`config.mk`:
```
export PLATFORM = sky130hd
export DESIGN_NAME = riscv_inst_enc_loader_flat
export DESIGN_NICKNAME = d
export VERILOG_FILES = /design/src/rtl/riscv_inst_enc_loader_if.sv /design/src/rtl/riscv_inst_enc_loader.sv /design/src/flat_wrapper.sv
export SDC_FILE = /design/constraint.sdc
export NUM_CORES = 1
export LEC_CHECK = 0
export CAP_MARGIN = 20
export CORE_ASPECT_RATIO = 1.4
export CORE_UTILIZATION = 40
export DETAILED_ROUTE_END_ITERATION = 8
export PLACE_DENSITY = 0.81
export SYNTH_ARGS = -nofsm -noshare
export SYNTH_HDL_FRONTEND = slang
export SYNTH_SLANG_ARGS = --single-unit
```
`constraint.sdc`:
```
create_clock -name clk -period 2.12 [get_ports clk]
set_input_delay 0.636 -clock clk [delete_from_list [all_inputs] [get_ports clk]]
set_output_delay 0.636 -clock clk [all_outputs]
set_load 0.01 [all_outputs]
```
`src/rtl/riscv_inst_enc_loader_if.sv`:
```
// riscv_inst_enc_loader_if: field-bundle handshake and IMEM write port of the instruction encoder/loader
interface riscv_inst_enc_loader_if #(parameter int XLEN = 32, parameter int DEPTH = 256);
  localparam int AW = $clog2(DEPTH);
  logic start, finish, valid, ready;
  logic [2:0] fmt;
  logic [6:0] opcode, funct7;
  logic [4:0] rd, rs1, rs2;
  logic [2:0] funct3;
  logic [XLEN-1:0] imm;
  logic imem_we;
  logic [AW-1:0] imem_addr;
  logic [XLEN-1:0] imem_wdata;
  logic err, done;
  logic [AW:0] count;
  modport master(output start, finish, valid, fmt, opcode, rd, rs1, rs2, funct3, funct7, imm,
                 input ready, imem_we, imem_addr, imem_wdata, err, count, done);
  modport slave(input start, finish, valid, fmt, opcode, rd, rs1, rs2, funct3, funct7, imm,
                output ready, imem_we, imem_addr, imem_wdata, err, count, done);
endinterface

```
`src/rtl/riscv_inst_enc_loader.sv`:
```
// riscv_inst_enc_loader: packs RV32I fields into words and streams them into IMEM; INST_ENC_RANGE_CHK_EN adds immediate range checks
module riscv_inst_enc_loader #(
  parameter int XLEN = 32,
  parameter int DEPTH = 256,
  parameter int BASE_ADDR = 0
) (
  input logic clk,
  input logic rst,
  riscv_inst_enc_loader_if.slave bus
);
  localparam int AW = $clog2(DEPTH);
  typedef enum logic [1:0] {IDLE, LOAD, FULL, DONE} state_t;
  state_t state, state_nxt;
  logic [AW:0] ptr;
  logic [XLEN-1:0] enc;
  logic rng_ok, ok, xfer;
  assign bus.ready = (state == LOAD) && (ptr < (AW+1)'(DEPTH));
  // a rewind in the same cycle wins over any offered bundle
  assign xfer = bus.valid && bus.ready && !bus.start;
  assign ok = (bus.fmt < 3'd6) && (bus.opcode[1:0] == 2'b11) && rng_ok;
  assign bus.count = ptr - (AW+1)'(BASE_ADDR);
  assign bus.done = (state == DONE);
  always_comb begin
    enc = '0;
    case (bus.fmt)
      3'd0: enc = {bus.funct7, bus.rs2, bus.rs1, bus.funct3, bus.rd, bus.opcode};
      3'd1: enc = {bus.imm[11:0], bus.rs1, bus.funct3, bus.rd, bus.opcode};
      3'd2: enc = {bus.imm[11:5], bus.rs2, bus.rs1, bus.funct3, bus.imm[4:0], bus.opcode};
      3'd3: enc = {bus.imm[12], bus.imm[10:5], bus.rs2, bus.rs1, bus.funct3, bus.imm[4:1], bus.imm[11], bus.opcode};
      3'd4: enc = {bus.imm[31:12], bus.rd, bus.opcode};
      3'd5: enc = {bus.imm[20], bus.imm[10:1], bus.imm[11], bus.imm[19:12], bus.rd, bus.opcode};
      default: enc = '0;
    endcase
  end
`ifdef INST_ENC_RANGE_CHK_EN
  function automatic logic fits(input logic [XLEN-1:0] v, input int n);
    logic [XLEN-1:0] s;
    s = $signed(v) >>> (n - 1);
    return (s == '0) || (s == '1);
  endfunction
  always_comb begin
    rng_ok = (bus.fmt == 3'd1 || bus.fmt == 3'd2) ? fits(bus.imm, 12) :
             (bus.fmt == 3'd3) ? fits(bus.imm, 13) && !bus.imm[0] :
             (bus.fmt == 3'd5) ? fits(bus.imm, 21) && !bus.imm[0] :
             (bus.fmt == 3'd4) ? (bus.imm[11:0] == 12'd0) : 1'b1;
  end
`else
  assign rng_ok = 1'b1;
`endif
  always_comb begin
    state_nxt = state;
    if (bus.start) state_nxt = LOAD;
    else if (bus.finish && (state == LOAD || state == FULL)) state_nxt = DONE;
    else if (xfer && ok && ptr == (AW+1)'(DEPTH - 1)) state_nxt = FULL;
  end
  always_ff @(posedge clk) begin
    if (rst) begin
      state <= IDLE;
      ptr <= (AW+1)'(BASE_ADDR);
      bus.imem_we <= 1'b0;
      bus.err <= 1'b0;
      bus.imem_addr <= '0;
      bus.imem_wdata <= '0;
    end else begin
      state <= state_nxt;
      bus.imem_we <= xfer && ok;
      bus.err <= xfer && !ok;
      if (bus.start) ptr <= (AW+1)'(BASE_ADDR);
      else if (xfer && ok) begin
        ptr <= ptr + 1'b1;
        bus.imem_addr <= ptr[AW-1:0];
        bus.imem_wdata <= enc;
      end
    end
  end
endmodule

```
`src/flat_wrapper.sv`:
```
// flat-port wrapper written by rule: the top's interface ports become plain ports
module riscv_inst_enc_loader_flat 
#(
  parameter int XLEN = 32,
  parameter int DEPTH = 256,
  parameter int BASE_ADDR = 0
)
  (clk, rst, bus_start, bus_finish, bus_valid, bus_fmt, bus_opcode, bus_rd, bus_rs1, bus_rs2, bus_funct3, bus_funct7, bus_imm, bus_ready, bus_imem_we, bus_imem_addr, bus_imem_wdata, bus_err, bus_count, bus_done);
  riscv_inst_enc_loader_if #(.XLEN(XLEN), .DEPTH(DEPTH)) bus_i ();
  input logic clk;
  input logic rst;
  input wire logic [$bits(bus_i.start)-1:0] bus_start;
  input wire logic [$bits(bus_i.finish)-1:0] bus_finish;
  input wire logic [$bits(bus_i.valid)-1:0] bus_valid;
  input wire logic [$bits(bus_i.fmt)-1:0] bus_fmt;
  input wire logic [$bits(bus_i.opcode)-1:0] bus_opcode;
  input wire logic [$bits(bus_i.rd)-1:0] bus_rd;
  input wire logic [$bits(bus_i.rs1)-1:0] bus_rs1;
  input wire logic [$bits(bus_i.rs2)-1:0] bus_rs2;
  input wire logic [$bits(bus_i.funct3)-1:0] bus_funct3;
  input wire logic [$bits(bus_i.funct7)-1:0] bus_funct7;
  input wire logic [$bits(bus_i.imm)-1:0] bus_imm;
  output wire logic [$bits(bus_i.ready)-1:0] bus_ready;
  output wire logic [$bits(bus_i.imem_we)-1:0] bus_imem_we;
  output wire logic [$bits(bus_i.imem_addr)-1:0] bus_imem_addr;
  output wire logic [$bits(bus_i.imem_wdata)-1:0] bus_imem_wdata;
  output wire logic [$bits(bus_i.err)-1:0] bus_err;
  output wire logic [$bits(bus_i.count)-1:0] bus_count;
  output wire logic [$bits(bus_i.done)-1:0] bus_done;
  assign bus_i.start = bus_start;
  assign bus_i.finish = bus_finish;
  assign bus_i.valid = bus_valid;
  assign bus_i.fmt = bus_fmt;
  assign bus_i.opcode = bus_opcode;
  assign bus_i.rd = bus_rd;
  assign bus_i.rs1 = bus_rs1;
  assign bus_i.rs2 = bus_rs2;
  assign bus_i.funct3 = bus_funct3;
  assign bus_i.funct7 = bus_funct7;
  assign bus_i.imm = bus_imm;
  assign bus_ready = bus_i.ready;
  assign bus_imem_we = bus_i.imem_we;
  assign bus_imem_addr = bus_i.imem_addr;
  assign bus_imem_wdata = bus_i.imem_wdata;
  assign bus_err = bus_i.err;
  assign bus_count = bus_i.count;
  assign bus_done = bus_i.done;
  riscv_inst_enc_loader #(.XLEN(XLEN), .DEPTH(DEPTH), .BASE_ADDR(BASE_ADDR)) u_core (.clk(clk), .rst(rst), .bus(bus_i));
endmodule
```
==> impl_metrics.toml <==
[floorplan]
die_x_um = 68.3
num_rows = 33
start_util = 0.416
die_area_um2 = 6470
io_pins = 125
core_um2 = 5900
die_h_um = 94.8

[power_and_ir_drop]
finalPower_uw = 1940
power_density_nw_per_um2 = 475
p_leak_uw = 0.00145
irDropWorstVdd_mv = 0.275

[routing]
drt-total-wl_um = 7360
num_vias = 2686
met2_length_um = 3880
drc = 0
first_pass_iters = 4
via_per_inst = 5.31
top_layer_used = "met4"
drt_iter0_drc = 123
avgRoutedWirePerCell_um = 14.6
postRouteAntennaNets = 0
wl_met3_um = 342
drt-met1-wl_um = 2930

[status]
status = "completed"

[finish]
filler_cell_count = 485
layout.cells.non_filler = 506
drive_above_1_share = 0.119
syn_to_final_growth_pct = 66.2
fin_nets = 511
n_antenna_cell = 0

[placement]
portBuffers = 124
place_congestion = 0.855
dp_cells = 498
dp_hpwl_um = 5650
dp_slack_ns = -0.350

[min_path]
hp-class = "flip-flop to flip-flop"

[sta]
rsz0062_at_grt = "no"
maxSlewHeadroom = 0.774
worst_slew_pin_slew_ns = 0.336
hold_slack_ns = 0.455
fin_crit_sh = 0.975
period_needed_ns = 2.07
clock.fmax_ghz = 0.484
maxSlewViolCount = 0
fin_skew_ns = 0.00369
hold_viol = 0
timing.final.ws_setup_ns = 0.0526
setup_tns_ns = 0
setup_violations = 0

[yosys]
mappedNetlistArea_um2 = 2460
synth_seq_area_share = 0.432
ys_warn_count = 0
synth_area_per_cell_um2 = 8.25
syn_nets = 374
synth_cell_types = 37
synthCells = 298
ys_ff_latch = 53

[clocking]
cts_tree = "yes"
clk_latency_ns = 0.30
htreeDepth = 2
cts_buffer_depth = 2
cts-buffers-inserted = 5
cts.sinks = 53
postCtsSetupRepairBufs = 0
holdBufCountCts = 0
clockRootBuffer = "clkbuf_8"
cts.reportedPaths.clkPinSlew_ns = 0.09

[critical_path]
crit_fanout = 6
critPathKind = "input port to flip-flop"
start_kind = "input port"
cp.required_ns = 2.35
cp-end-kind = "flip-flop"
crit_arrival_ns = 2.30

[global_routing]
overflow = 0
track_usage = 0.239
grt_pass1_wl_um = 11700
antenna_found_initial = 0
grt_max_degree = 35
grt_pass1_vias = 2573

[flow_run]
maxCapViolations = 0
==> worst paths after layout <==
path	start	to	slack (ns)	cells after the start
worst max-delay path	bus_fmt[2]	u_core.ptr[7]$_SDFFE_PP0N_	0.05	5
worst min-delay path	u_core.bus.imem_addr[3]$_SDFFE_PP0P_	u_core.bus.imem_addr[3]$_SDFFE_PP0P_	0.46	2
worst max register to register	u_core.state[0]$_SDFFE_PP0P_	u_core.ptr[7]$_SDFFE_PP0N_	0.24	5
worst min register to register	u_core.bus.imem_addr[3]$_SDFFE_PP0P_	u_core.bus.imem_addr[3]$_SDFFE_PP0P_	0.46	2
==> power breakdown <==
part	internal [uW]	switching [uW]	total, uW
Combinational	209	134	343
Clock	265	318	583
Sequential	1010	6.65	1010
==> per-layer routing <==
metal,global-route usage,vias up
li1,-,1341
met1,0.273,1229
met2,0.422,98
met3,0.0386,18
met4,0.102,0
met5,0,-
==> cells in the mapped netlist, drive strengths merged <==
| cell type | instances | area [um2] |
|---|---|---|
| o31ai | 3 | 22.5 |
| or2 | 1 | 6.26 |
| mux2 | 2 | 22.5 |
| nor3b | 3 | 22.5 |
| o211ai | 2 | 15.0 |
| buf | 4 | 25.0 |
| nor2 | 42 | 158 |
| o21ai | 3 | 15.0 |
| nor2b | 9 | 56.3 |
| a211oi | 11 | 82.6 |
| a221oi | 16 | 140 |
| or3 | 1 | 11.3 |
| a31o | 1 | 8.76 |
| a21o | 2 | 15.0 |
| nand4bb | 1 | 27.5 |
| a22oi | 12 | 90.1 |
| dfxtp | 53 | 1060 |
| nor4 | 2 | 12.5 |
| nand2 | 39 | 146 |
| o21a | 1 | 7.51 |
| nand3b | 1 | 7.51 |
| nand4 | 2 | 12.5 |
| ha | 4 | 50.1 |
| inv | 7 | 26.3 |
| a21oi | 22 | 110 |
| o22a | 5 | 43.8 |
| or4 | 3 | 22.5 |
| and2 | 3 | 18.8 |
| a311oi | 1 | 8.76 |
| clkbuf | 19 | 71.3 |
| nand3 | 2 | 10.0 |
| xnor2 | 3 | 26.3 |
| nor3 | 16 | 85.1 |
| mux2i | 2 | 20.0 |
==> critical path, cell delays in order <==
cell and delay (ns):
clkdlybuf4s50_1 0.44, and2_4 0.18, or3_4 0.37, or4_4 0.51
a21oi_2 0.16
==> state kept, by name, summed over array words and instances, names as in the netlist <==
register / flops
u_core.state: 2
u_core.bus.imem_we: 1
u_core.bus.imem_addr: 8
u_core.ptr: 9
u_core.bus.imem_wdata: 32
u_core.bus.err: 1
==> cell families after synthesis <==
group	count (synthesis)	synth area share
XOR/XNOR	3	0.0107
AO/OA/AOI/OAI	79	0.227
multiplexers	4	0.0173
AND/OR/NAND/NOR	125	0.243
adder cells (fa/ha/maj)	4	0.0204
flip-flops	53	0.432
buffers and inverters	30	0.0499
==> stage by stage <==
stage                util  instance area [um2]
floorplan               -                 2460
global placement    0.669                 3950
detailed placement  0.669                 3950
CTS                 0.687                 4060
global route        0.692                 4090
finish              0.692                 4090
==> area by class of cell <==
class	count	area (um2)	area share
Timing Repair Buffer	153	1500	0.367
Multi-Input combinational cell	215	1310	0.322
Sequential cell	53	1060	0.260
Tap cell	70	87.6	0.0214
Clock buffer	6	82.6	0.0202
Inverter	7	26.3	0.00643
Clock inverter	2	13.8	0.00337
==> what timing repair did <==
action | CTS | global route
pin swaps | 1 | 3
gates resized for setup | 4 | 7
endpoints found under the setup margin | 2 | 11
==> placed cells by master (no fill, tap or decap), types with 8 or more instances in the layout <==
cell | Yosys | routed
a22oi_1 | 12 | 12
buf_4 | 0 | 26
nor3_1 | 15 | 15
dfxtp_1 | 53 | 53
nor2_1 | 42 | 42
nand2_1 | 39 | 39
nor2b_1 | 9 | 8
clkdlybuf4s50_1 | 0 | 121
a21oi_1 | 22 | 21
a221oi_1 | 16 | 14
a211oi_1 | 11 | 11
(Power assumes the default switching activity.)
